## src/rtl/qdiv_pkg.sv

```systemverilog
// rtl/qdiv_pkg.sv - shared widths, limits and state encoding for the serial fixed-point divider
package qdiv_pkg;

    localparam int QDIV_N  = 32;
    localparam int QDIV_Q  = 15;
    localparam int ITER    = QDIV_N + QDIV_Q - 1;
    localparam logic [QDIV_N-2:0] MAG_MAX = '1;

    typedef enum logic {
        IDLE = 1'b0,
        BUSY = 1'b1
    } qdiv_state_t;

endpackage

```

## src/rtl/qdiv_serial.sv

```systemverilog
// rtl/qdiv_serial.sv - sign-magnitude Q(N-Q).Q restoring divider, one quotient bit per clock
// Define QDIV_ROUND_EN to round the quotient to nearest instead of truncating toward zero.
module qdiv_serial
    import qdiv_pkg::*;
#(
    parameter int N = QDIV_N,
    parameter int Q = QDIV_Q
) (
    input  logic         i_clk,
    input  logic         i_rst_n,
    input  logic [N-1:0] i_dividend,
    input  logic [N-1:0] i_divisor,
    input  logic         i_start,
    output logic [N-1:0] o_quotient_out,
    output logic         o_complete,
    output logic         o_overflow
);

    localparam int QW = N - 1 + Q;
    localparam int CW = $clog2(QW + 1);

    qdiv_state_t    state, state_nxt;
    logic [CW-1:0]  cnt;
    logic [QW-1:0]  quo;
    logic [N-2:0]   rem;
    logic [N-2:0]   dvs;
    logic           sign;
    logic           last;

    logic [N-1:0]   rem_sh;
    logic           take;
    logic [N-2:0]   rem_nxt;
    logic [QW-1:0]  quo_nxt;

    logic [QW:0]    quo_fin;
    logic           ovf_fin;
    logic [N-2:0]   mag_fin;
    logic           sign_fin;

    assign last       = (cnt == CW'(QW));
    assign o_complete = (state == IDLE);

    always_ff @(posedge i_clk or negedge i_rst_n) begin
        if (!i_rst_n) begin
            state <= IDLE;
        end else begin
            state <= state_nxt;
        end
    end

    always_comb begin
        state_nxt = state;
        case (state)
            IDLE:    if (i_start) state_nxt = BUSY;
            BUSY:    if (last)    state_nxt = IDLE;
            default: state_nxt = IDLE;
        endcase
    end

    // Remainder stays below the divisor, so N-1 bits hold it; the shifted-out MSB forces a subtract.
    always_comb begin
        rem_sh  = {rem, quo[QW-1]};
        take    = rem_sh[N-1] | (rem_sh[N-2:0] >= dvs);
        rem_nxt = take ? (rem_sh[N-2:0] - dvs) : rem_sh[N-2:0];
        quo_nxt = {quo[QW-2:0], take};
    end

    always_comb begin
`ifdef QDIV_ROUND_EN
        quo_fin = {1'b0, quo} + (QW+1)'({rem, 1'b0} >= {1'b0, dvs});
`else
        quo_fin = {1'b0, quo};
`endif
        ovf_fin  = (|quo_fin[QW:N-1]) | (dvs == '0);
        mag_fin  = ovf_fin ? MAG_MAX[N-2:0] : quo_fin[N-2:0];
        sign_fin = sign & (|mag_fin);
    end

    always_ff @(posedge i_clk or negedge i_rst_n) begin
        if (!i_rst_n) begin
            cnt            <= '0;
            quo            <= '0;
            rem            <= '0;
            dvs            <= '0;
            sign           <= 1'b0;
            o_quotient_out <= '0;
            o_overflow     <= 1'b0;
        end else begin
            case (state)
                IDLE: begin
                    if (i_start) begin
                        quo  <= {i_dividend[N-2:0], {Q{1'b0}}};
                        rem  <= '0;
                        dvs  <= i_divisor[N-2:0];
                        sign <= i_dividend[N-1] ^ i_divisor[N-1];
                        cnt  <= '0;
                    end
                end
                BUSY: begin
                    if (!last) begin
                        quo <= quo_nxt;
                        rem <= rem_nxt;
                        cnt <= cnt + 1'b1;
                    end else begin
                        o_quotient_out <= {sign_fin, mag_fin};
                        o_overflow     <= ovf_fin;
                    end
                end
                default: ;
            endcase
        end
    end

endmodule

```

## config.mk

```make
export PLATFORM = sky130hd
export DESIGN_NAME = qdiv_serial
export DESIGN_NICKNAME = d
export VERILOG_FILES = /design/src/rtl/qdiv_pkg.sv /design/src/rtl/qdiv_serial.sv
export SDC_FILE = /design/constraint.sdc
export NUM_CORES = 1
export LEC_CHECK = 0
export BUFFER_PORTS_ARGS = -buffer_cell sky130_fd_sc_hd__buf_2
export CORE_MARGIN = 3
export CORE_UTILIZATION = 56
export CTS_BUF_LIST = sky130_fd_sc_hd__clkbuf_8
export CTS_CLUSTER_SIZE = 16
export DETAILED_ROUTE_END_ITERATION = 16
export PLACE_DENSITY = 0.77
export SYNTH_ARGS = -nofsm -noshare
export SYNTH_HDL_FRONTEND = slang
export SYNTH_SLANG_ARGS = --single-unit
```

## constraint.sdc

```tcl
create_clock -name i_clk -period 3.56 [get_ports i_clk]
set_input_delay 0.712 -clock i_clk [delete_from_list [all_inputs] [get_ports i_clk]]
set_output_delay 0.712 -clock i_clk [all_outputs]
set_load 0.02 [all_outputs]
```

==> results of run 1 <==
[power groups by stage]
stage	clock (mW)	combinational, mW	sequential [mW]
floorplan	0	5.16	3.18
global placement	0	6.56	3.24
detailed placement	0	6.67	3.26
CTS	1.29	6.72	3.24
global route	1.36	7.52	3.34
finish	1.26	6.75	3.25
[cell usage after synthesis, drive strengths merged, types with 3 or more instances]
cell type  number  share of area, %
o21a            7              0.63
nand2b          7              0.53
a41oi           3              0.41
and2            3              0.23
nor3b           5              0.45
dfrtp         149                45
a31oi           8              0.60
clkbuf         48               2.2
inv            38               1.7
nand2         151               6.8
a21oi          29               1.7
o21ai          90               5.4
nor3           35               2.1
nand4          13              0.98
ha             33               5.0
o31ai           5              0.51
nor4           18               1.4
xor2           18               1.9
o211ai          4              0.36
nor2b           5              0.38
nand3          76               4.6
a21o           17               1.5
xnor2          13               1.4
o311ai         12               1.8
and3            3              0.23
a32oi           9              0.95
mux2i          32               3.8
buf            14               1.2
o21bai          6              0.54
nor2           83               3.7
[through the flow]
step,power [mW],hold slack (ns)
2_1_floorplan,8.35,0.416
3_3_place_gp,9.79,0.458
3_5_place_dp,9.93,0.458
4_1_cts,11.2,0.342
5_1_grt,12.2,0.364
6_report,11.3,0.293
[worst reg2reg max path, cell delays in order, from the launching register on]
cell      delay [ns]
dfrtp_1         0.43
ha_1            0.45
a21oi_1         0.15
o21bai_1        0.24
nor4bb_1        0.09
o31ai_1         0.44
a41oi_2         0.26
o21ai_2         0.56
nand2_1         0.31
o211ai_1        0.25
[layer usage]
metal / wire [um] / track usage (%) / vias to the layer above
met2: 9670 / 41.6 / 248
met5: 0 / 0 / -
met3: 1290 / 5.67 / 37
met1: 9050 / 35.0 / 3430
met4: 471 / 8.36 / 0
li1: - / - / 3496
[final cells by class]
class	count	area (um2)	area share (%)
inverters	38	143	1.53
clock inverters	15	146	1.57
well taps	180	225	2.41
multi-input cells	706	4230	45.3
clock buffers	17	234	2.51
repair buffers	113	629	6.74
flip-flops and latches	149	3730	40.0
[sequential cells by signal (all words and copies together) (netlist names)]
name / flops
o_overflow: 1
sign: 1
cnt: 6
dvs: 31
rem: 31
o_quotient_out: 32
quo: 46
state: 1
[cell families after synthesis]
kind of cell | count (synthesis) | share of synthesized area [%]
buf+inv | 100 | 5.07
simple gates | 405 | 21.8
flops | 149 | 44.7
compound gates | 203 | 15.9
xor+xnor | 31 | 3.26
fa+ha+maj | 34 | 5.19
mux | 33 | 3.98
[repair_timing]
| action | 4_1_cts | 5_1_grt |
|---|---|---|
| setup endpoints to repair | 0 | 8 |
| buffers inserted | 0 | 0 |
| resized for setup | 0 | 1 |
[how the worst max path moves through the flow]
stage                     endpoint                start  cells after the start  slack (ns)
2_1_floorplan  rem[30]$_DFFE_PN0P_  quo[45]$_DFFE_PN0P_                     11        0.94
3_3_place_gp   rem[29]$_DFFE_PN0P_   rem[7]$_DFFE_PN0P_                      9        0.24
3_5_place_dp   rem[28]$_DFFE_PN0P_   rem[7]$_DFFE_PN0P_                      9        0.02
4_1_cts        rem[29]$_DFFE_PN0P_   rem[7]$_DFFE_PN0P_                      9        0.04
5_1_grt        rem[28]$_DFFE_PN0P_   rem[7]$_DFFE_PN0P_                      9        0.07
6_report       rem[29]$_DFFE_PN0P_   rem[7]$_DFFE_PN0P_                      9        0.30
==> impl_metrics.tcl, run 1 <==
set metrics [dict create \
    setup-violations-final 0 \
    grt_start_max_net_pins 92 \
    grt_pass1_vias 6785 \
    place.detailed.hpwl_mm 14.6 \
    dp.cells 1186 \
    required_ns 3.95 \
    endpoint_kind "flop" \
    critPathSlowestCell "o21ai_2" \
    synth-edff-count 0 \
    power_frac_comb_pct 60.0 \
    grt_overflow 0 \
    layout.cells.non_filler 1218 \
    antenna_left 0 \
    syn_area_um2 8340 \
    layout_commonest_cell "nand2_1" \
    crit_family "compound AO/OA/AOI/OAI gates" \
    power.share.switching_pct 48.1 \
    hold_path_class "in2async" \
    p_switching_mw 5.41 \
    antenna_found_initial 0 \
    syn_nets 1056 \
    worstMarginPinSlew_ns 1.18 \
    finalHoldViolCount 0 \
    drive_gt1_share_pct 15.8 \
    status "completed" \
    fin_crit_sh_pct 91.5 \
    p_seq_share_pct 28.8 \
    finalWeightedCongestion 0.967 \
    cp_num_buf_inv 0 \
    report.final.slew_viol_count 0 \
    syn_area_per_cell_um2 8.73 \
    cts_buffer_depth 2 \
    io_pins 101 \
    antenna_cells 0 \
    routedWlPerCell_um 16.8 \
    viasPerCell 5.92 \
    clock_latency_ns 0.47 \
    final_core_util_pct 65.7 \
    max_slew_margin_pct 21.2 \
    synth_ff_type "dfrtp_1" \
    finalWorstSetupSlack_ns 0.303 \
    drt_wl_total_mm 20.5 \
    cts_tree "done" \
    cts-root-buf "clkbuf_8" \
    startpoint_type "flop" \
    layout_common_cells "nand2_1, dfrtp_1, buf_2" \
    fp-row-count 43 \
    drc 0 \
    fin_skew_ns 0.0176 \
    start_util_pct 58.7 \
    rsz0062_at_grt "no" \
    r2r_slack_ns 0.30 \
    worst-setup-path-type "reg2reg" \
    crit_chain "ha_1 -> a21oi_1 -> o21bai_1 -> nor4bb_1 -> o31ai_1 -> a41oi_2 -> o21ai_2 -> nand2_1 -> o211ai_1" \
    port_buffers 100 \
    critical_path.max_fanout 13 \
    p_int_mw 5.85 \
    yosysSeqAreaShare_pct 44.7 \
    synth_cell_types 56 \
    finalNetCount 1126 \
    yosys_warnings 0 \
    clkTransAtPathRegs_ns 0.09 \
    cts_hold_buf 0 \
    powerDensity_nw_per_um2 1210 \
    grt_pass1_wl_mm 33.9 \
    syn_to_final_growth_pct 12.0 \
    ys_ff_latch 149 \
    dpl-instance-area_um2 8950 \
    tns_ns 0 \
    async_reset_ff_share_pct 100 \
    die_width_um 128 \
    die_area_um2 16400 \
    numCtsBuffers 17 \
    r2r-end "rem[29]$_DFFE_PN0P_" \
    netlist_instances 955 \
    vias 7211 \
    clock.fmax_ghz 0.307 \
    rr_worst_depth 9 \
    cts_num_sinks 149 \
    dieHeight_um 128 \
    nFillCells 1184 \
    coreArea_um2 14200 \
    drt_iter0_drc 651 \
    finish.instance_area_um2 9340 \
    critPathMaxStageDelay_ns 0.56 \
    power.leakage_nw 4.45 \
    cp.arrival_ns 3.64 \
    ir_drop_v 0.000626 \
    power.share.clock_pct 11.2 \
    period_minus_slack_ns 3.26 \
    h-tree-depth 4 \
    r2r_start "rem[7]$_DFFE_PN0P_" \
    grtUsageTotal_pct 25.8 \
    first_pass_iters 5 \
    cap_viol_max_count 0 \
    pre_cts_slack_ns 0.0231 \
]
(Power assumes the default switching activity.)
==> inputs of run 2 (changes only) <==
--- a/config.mk
+++ b/config.mk
@@ -5,13 +5,14 @@
 export SDC_FILE = /design/constraint.sdc
 export NUM_CORES = 1
 export LEC_CHECK = 0
-export BUFFER_PORTS_ARGS = -buffer_cell sky130_fd_sc_hd__buf_2
 export CORE_MARGIN = 3
 export CORE_UTILIZATION = 56
 export CTS_BUF_LIST = sky130_fd_sc_hd__clkbuf_8
 export CTS_CLUSTER_SIZE = 16
 export DETAILED_ROUTE_END_ITERATION = 16
-export PLACE_DENSITY = 0.77
+export DONT_BUFFER_PORTS = 1
+export MAX_ROUTING_LAYER = met4
+export PLACE_DENSITY = 0.71
 export SYNTH_ARGS = -nofsm -noshare
 export SYNTH_HDL_FRONTEND = slang
 export SYNTH_SLANG_ARGS = --single-unit
==> impl_metrics.tcl, run 2 (same netlist as run 1, synthesis figures left out) <==
set metrics [dict create \
    largest_register "quo" \
    required_ns 3.91 \
    fp-row-count 43 \
    cp_num_buf_inv 1 \
    worstMarginPinSlew_ns 1.08 \
    clock_latency_ns 0.46 \
    gr-usage-met3_pct 4.50 \
    fin_crit_sh_pct 85.1 \
    grt_pass1_vias 6892 \
    port_buffers 0 \
    h-tree-depth 4 \
    tns_ns 0 \
    crit_family "compound AO/OA/AOI/OAI gates" \
    coreArea_um2 14200 \
    numCtsBuffers 17 \
    rsz0062_at_grt "no" \
    fin_hold_ws_ns -0.0671 \
    grt_pass1_wl_mm 33.9 \
    critPathSlowestCell "a2111oi_2" \
    cts_buffer_depth 2 \
    startpoint_type "flop" \
    cts-root-buf "clkbuf_8" \
    grt_start_max_net_pins 150 \
    finalNetCount 1027 \
    cts_setup_buffers 0 \
    syn_to_final_growth_pct 5.45 \
    crit_chain "inv_1 -> ha_1 -> fa_1 -> nor2b_1 -> o2111ai_1 -> a2111oi_2 -> nor3_1 -> o31ai_2 -> a31oi_1 -> xnor2_1 -> o21ai_1" \
    globalRouteMet2Util_pct 42.8 \
    status "finished, violations left" \
    viasPerCell 6.12 \
    start_util_pct 58.7 \
    cp.arrival_ns 3.38 \
    cts_num_sinks 149 \
    antenna_found_initial 0 \
    drive_gt1_share_pct 6.92 \
    drc 0 \
    critPathMaxStageDelay_ns 0.47 \
    drt_wl_total_mm 20.2 \
    grtUsageTotal_pct 26.4 \
    finalHoldViolCount 149 \
    antenna_cells 0 \
    drt_iter0_drc 643 \
    clkTransAtPathRegs_ns 0.09 \
    die_area_um2 16400 \
    layout_common_cells "nand2_1, dfrtp_1, o21ai_0" \
    endpoint_kind "flop" \
    violations "hold timing" \
    first_pass_iters 5 \
    hold_path_class "in2async" \
    met1_usage_pct 33.9 \
    largest_reg_flops 46 \
    clock.fmax_ghz 0.330 \
    cts_tree "done" \
    r2r_start "quo[45]$_DFFE_PN0P_" \
    antenna_left 0 \
    die_width_um 128 \
    fin_skew_ns 0.0113 \
    routedWlPerCell_um 18.0 \
    finalWeightedCongestion 0.905 \
    grt_overflow 0 \
    setup-violations-final 0 \
    report.final.slew_viol_count 0 \
    dieHeight_um 128 \
    io_pins 101 \
    worst-setup-path-type "reg2reg" \
    cap_viol_max_count 0 \
    grt-busiest-layer "met2" \
    max_slew_margin_pct 27.7 \
    critical_path.max_fanout 4 \
    place.detailed.hpwl_mm 14.3 \
    period_minus_slack_ns 3.03 \
    vias 6849 \
    layout_commonest_cell "nand2_1" \
    startpoint "quo[45]$_DFFE_PN0P_" \
    top_regs "quo (46), o_quotient_out (32)" \
]
## run 2: metal layers
metal,vias to the layer above,share of wire [%]
met5,-,0
met1,3305,44
met2,219,49
met4,0,2.1
li1,3295,-
met3,30,5.7
## run 2: cell type report
type                            count  area, um2
Clock buffer                       18        248
Clock inverter                     14        118
Fill cell                        1225       5410
Inverter                           38        143
Multi-Input combinational cell    706       4220
Sequential cell                   149       3730
Tap cell                          180        225
Timing Repair Buffer               14        105
## run 2: repair_timing
action / 4_1_cts / 5_1_grt
endpoints found under the hold margin: 149 / 149
setup endpoints to repair: 0 / 0
gates resized for setup: 0 / 0
## run 2: worst reg2reg max path, delay by kind of cell (launching register included)
kind,cells,cell delay [ns]
compound gates,5,1.32
xor+xnor,1,0.21
fa+ha+maj,2,0.63
buf+inv,1,0.06
flops,1,0.39
simple gates,2,0.31
## run 2: through the flow
| stage | hold slack (ns) | instances | util (%) | setup slack (ns) | cell area (um2) |
|---|---|---|---|---|---|
| final | -0.0671 | 1119 | 61.9 | 0.530 | 8790 |
| after global routing | -0.0878 | 1119 | 61.9 | 0.257 | 8790 |
| after CTS | -0.0829 | 1119 | 61.9 | 0.560 | 8790 |
| after detailed placement | 0.420 | 1087 | 59.3 | 0.582 | 8430 |
| after global placement | 0.422 | 1087 | 59.3 | 0.658 | 8430 |
| after floorplan | 0.416 | 955 | - | 0.937 | 8340 |
## run 2: worst paths after layout
path / end / slack (ns) / depth (start not counted)
max in group asynchronous: state$_DFF_PN0_ / 3.48 / 0
worst min register to register: quo[43]$_DFFE_PN0P_ / 0.52 / 2
min in group i_clk: dvs[11]$_DFFE_PN0P_ / 0.37 / 2
worst min-delay path: o_quotient_out[27]$_DFFE_PN0P_ / -0.07 / 0
worst max-delay path: rem[26]$_DFFE_PN0P_ / 0.53 / 11
worst max register to register: rem[26]$_DFFE_PN0P_ / 0.53 / 11
Power of run 2 is not shown: default switching activity piles up to over one toggle a cycle in this logic, so the estimate is an artifact.
